===== config.mk =====
export PLATFORM = sky130hd
export DESIGN_NAME = irq_priority_ctrl_flat
export DESIGN_NICKNAME = d
export VERILOG_FILES = /design/src/rtl/irq_priority_ctrl_if.sv /design/src/rtl/irq_priority_ctrl.sv /design/src/flat_wrapper.sv
export SDC_FILE = /design/constraint.sdc
export NUM_CORES = 1
export LEC_CHECK = 0
export ABC_AREA = 1
export CAP_MARGIN = 20
export CELL_PAD_IN_SITES_DETAIL_PLACEMENT = 0
export CELL_PAD_IN_SITES_GLOBAL_PLACEMENT = 1
export CORE_UTILIZATION = 25
export DETAILED_ROUTE_END_ITERATION = 8
export PLACE_DENSITY = 0.75
export SYNTH_ARGS = -nofsm -noshare
export SYNTH_HDL_FRONTEND = slang
export SYNTH_SLANG_ARGS = --single-unit

===== constraint.sdc =====
create_clock -name clk -period 1.45 [get_ports clk]
set_input_delay 0.2175 -clock clk [delete_from_list [all_inputs] [get_ports clk]]
set_output_delay 0.2175 -clock clk [all_outputs]
set_load 0.05 [all_outputs]

===== src/rtl/irq_priority_ctrl_if.sv =====
// irq_priority_ctrl_if: registered valid/ready port carrying the selected interrupt ID
interface irq_priority_ctrl_if #(parameter int IDW = 4);
  logic valid;
  logic ready;
  logic [IDW-1:0] id;
  modport master(output valid, output id, input ready);
  modport slave(input valid, input id, output ready);
endinterface


===== src/rtl/irq_priority_ctrl.sv =====
// irq_priority_ctrl: sticky interrupt capture, masked highest-index select, valid/ready ID presentation
module irq_priority_ctrl #(
  parameter int N = 16,
  parameter int IDW = 4,
  parameter bit EDGE_MODE = 1'b1
) (
  input  logic clk,
  input  logic reset,
  input  logic enable,
  input  logic [N-1:0] irq_in,
  input  logic [N-1:0] mask,
  output logic [N-1:0] pending,
  irq_priority_ctrl_if.master out
);
  typedef enum logic {IDLE, PRESENT} state_t;
  state_t state, state_nxt;
  logic [N-1:0] irq_q, set, clr, elig;
  logic [IDW-1:0] sel, id_nxt;
  logic valid_nxt, grant, done;
  always_comb begin
    set = enable ? (EDGE_MODE ? irq_in & ~irq_q : irq_in) : '0;
    elig = pending & ~mask;
    clr = '0;
    sel = '0;
    for (int i = 0; i < N; i++) begin
      clr[i] = out.valid & out.ready & (out.id == IDW'(i));
      sel = elig[i] ? IDW'(i) : sel;
    end
  end
  always_comb begin
    grant = (state == IDLE) & enable & (|elig);
    done = (state == PRESENT) & out.ready;
    state_nxt = grant ? PRESENT : done ? IDLE : state;
    valid_nxt = grant ? 1'b1 : done ? 1'b0 : out.valid;
    id_nxt = grant ? sel : out.id;
  end
  always_ff @(posedge clk) begin
    if (reset) begin
      state <= IDLE;
      pending <= '0;
      irq_q <= '0;
      out.valid <= 1'b0;
      out.id <= '0;
    end else begin
      state <= state_nxt;
      pending <= (pending & ~clr) | set;
      irq_q <= irq_in;
      out.valid <= valid_nxt;
      out.id <= id_nxt;
    end
  end
endmodule

===== src/flat_wrapper.sv =====
// flat-port wrapper written by rule: the top's interface ports become plain ports
module irq_priority_ctrl_flat 
#(
  parameter int N = 16,
  parameter int IDW = 4,
  parameter bit EDGE_MODE = 1'b1
)
  (clk, reset, enable, irq_in, mask, pending, out_valid, out_id, out_ready);
  irq_priority_ctrl_if #(.IDW(IDW)) out_i ();
  input  logic clk;
  input  logic reset;
  input  logic enable;
  input  logic [N-1:0] irq_in;
  input  logic [N-1:0] mask;
  output logic [N-1:0] pending;
  output wire logic [$bits(out_i.valid)-1:0] out_valid;
  output wire logic [$bits(out_i.id)-1:0] out_id;
  input wire logic [$bits(out_i.ready)-1:0] out_ready;
  assign out_valid = out_i.valid;
  assign out_id = out_i.id;
  assign out_i.ready = out_ready;
  irq_priority_ctrl #(.N(N), .IDW(IDW), .EDGE_MODE(EDGE_MODE)) u_core (.clk(clk), .reset(reset), .enable(enable), .irq_in(irq_in), .mask(mask), .pending(pending), .out(out_i));
endmodule

==> results.md <==
- Status: finished, final reports clean
- Compound-gate portion of the synthesized area: 15.79%
- Slew headroom: 76.55%
- Ys Warns: 0
- Fin crit period: 1.343 ns
- Yosys reg bits: 37
- Largest net degree at the start of global routing: 18
- Leak Pwr: 1.288 nW
- Placement Setup Slack: -0.2005 ns
- Filler Cell Count: 676
- Syn nets: 274
- Fmax: 744.5 MHz
- Max cap viols: 0
- Final core utilization: 43.86%
- Cts-stage hold buffer count: 0
- Worst EP arrival: 1.56 ns
- Syn Area/Cell: 6.861 um^2
- Mux share of post-synthesis cell area: 0%
- Antenna viol nets, final: 0
- Count of final setup violators: 0
- Sequential Power Share: 39.9%
- Initial core utilization: 25.86%
- Multi-input gate area: 711.9 um^2
- Synthesized-area fraction occupied by adder cells: 0%
- H-Tree Depth: 2
- Hold crit path type: in2reg
- Post-DR wirelength/cell: 11.54 um
- Crit path launch type: primary input
- RSZ-0062 raised after global routing: true
- Top-area cell type share of the netlist area: 45.36%
- Worst VDD drop: 584.8 uV
- Crit Path Category: in2reg
- TritonCTS sink count: 37
- Setup Fix Bufs, Post-CTS: 0
- Clk root buf: clkbuf_8
- Post-route cell area: 0.002769 mm^2
- Vias in the first global route: 1,573
- Global-route wire length before repair: 7576 um
- Longest Clk Path Bufs: 2
- NumNets Final: 351
- Via density: 4.275
- Pwr dens: 1078 mW/mm^2
- Sequential fraction of the synthesis area: 45.36%
- Post-DP HPWL: 3709 um
- Global route overflow: 0
- Final hold violation count: 0
- Final Slew Violations: 0
- N_diodes: 0
- # rows: 29
- Switching Share: 30.46%
- Psw: 0.9090 mW
- CP Data Required Time: 1.66 ns
- R2r setup slk: 0.14 ns
- Pint: 2.075 mW
- Area Growth Syn to Fin: 69.58%
- Max FO, Critical Path: 5
- Tightest Pin Transition: 0.3513 ns
- Clock Latency Late Sink: 0.29 ns
- Commonest non-fill, non-tap cells in the layout: nand2_1 (51), inv_1 (41), nor2_1 (40)
- Cell variety after synth: 24
- Port Buffers: 56
- Commonest non-fill, non-tap cell in the layout: nand2_1
- Total CTS buffers: 5
- Final wirelength: 4534 um
- Die area: 0.006858 mm^2
- EDFF count, synth: 0
- Reg area: 760.7 um^2
- Non-filler instance count after layout: 393
- Clock network power share: 31.4%
- Pre-Repair DR Iteration Count: 4
- DIE HEIGHT: 82.82 um
- Combinational family with the most area after synthesis: simple AND/OR/NAND/NOR gates
- Post-Synth XOR/XNOR Area: 0%
- CTS tree: done
- Cell taking the most area after synthesis: dfxtp_1
- Layout cells sized above 1: 26.27%
- Synth Area in Simple Gates: 27.51%
- Post-CTS Resized: 0
- Combinational power share: 28.7%
- Detailed Route Iter0 Violations: 63
- Top-level port count: 57
- Clk pin slew, worst setup/hold paths: 0.07 ns
- Cell Area, Synth: 0.001633 mm^2
- Placed Area: 0.002644 mm^2
- Post-synth ARST share: 0%
- Total track usage: 13.91%
- Skew final: 0.002520 ns
- Post-Synthesis Cells: 238
- Area contributors post-synth: dfxtp_1 (45%), nand2_1 (12%), inv_1 (9.4%)
- Final setup margin: 0.1067 ns
- Setup crit end kind: flop
- DRC: 0
- Core Area: 0.006314 mm^2
- Initial antenna violation count: 0
- Dpl cells: 385
- Chip Width: 82.82 um
- Placer Congestion: 0.7493
- Top_reg_cell synth: dfxtp_1
- Via count: 1,680
- Crit share post-route: 92.64%
## logic make-up after synthesis
group	after synthesis
AO/OA/AOI/OAI	45
buffers and inverters	49
flip-flops	37
AND/OR/NAND/NOR	107
## power groups by stage
stage	Sequential, mW	Clock (mW)	Combinational (mW)
after global routing	1.20	1.00	0.926
final	1.19	0.936	0.858
after detailed placement	1.21	0	0.860
after global placement	1.21	0	0.857
after CTS	1.19	0.949	0.863
after floorplan	1.35	0	0.259
## sequential cells by signal, summed over array words and instances, names as in the netlist
name and flops:
u_core.out.id 4, u_core.pending 16, u_core.irq_q 16, u_core.out.valid 1
## path summary, 6_finish.rpt
kind / startpoint / endpoint / depth (start not counted)
setup reg to reg: u_core.pending[2] / u_core.out.id[1] / 7
setup / recovery: mask[7] / u_core.out.id[1] / 11
hold / removal: irq_in[14] / u_core.irq_q[14] / 3
hold reg to reg: u_core.irq_q[10] / u_core.pending[10] / 3
## synth_stat cells, types with 2 or more instances
library cell  instances
a21oi_1              17
a31oi_1               2
clkbuf_1              5
dfxtp_1              37
inv_1                41
inv_2                 2
nand2_1              53
nand2_2               5
nand3_1               4
nor2_1               40
o21ai_0              12
o21ai_1               8
## cell type report
cell class                 instances  share of cell area (%)
timing repair buffer              75                   32.99
sequential                        37                   27.47
multi-input combinational        152                   25.71
inverter                          44                   6.010
tap                               77                   3.479
clock buffer                       6                   2.982
clock inverter                     2                   1.356
## layer usage
layer	GRT usage [%]	up-vias	wire length, um
met3	2.982	6	138
li1	-	880	-
met2	23.77	28	2282
met1	17.49	766	2055
met4	4.232	0	58
met5	0	-	0
## worst max-delay path, cell delays in order
cell and delay (ns):
clkdlybuf4s50_1 0.45, inv_1 0.03, nand2_1 0.10, nand2_2 0.08
nor2_4 0.09, nand3_2 0.08, o21ai_4 0.16, nand2_4 0.08
clkinv_2 0.07, nor3_2 0.04, a211oi_2 0.14
## stage by stage
step	TNS (ns)	hold slack (ns)	total power, mW
final	0	0.4550	2.984
after global routing	-0.007805	0.4755	3.128
after CTS	0	0.4490	3.002
after detailed placement	-0.8153	0.4746	2.074
after global placement	-0.7359	0.4668	2.071
after floorplan	0	0.3245	1.610
Note: power is estimated with default switching activity, not from simulation.
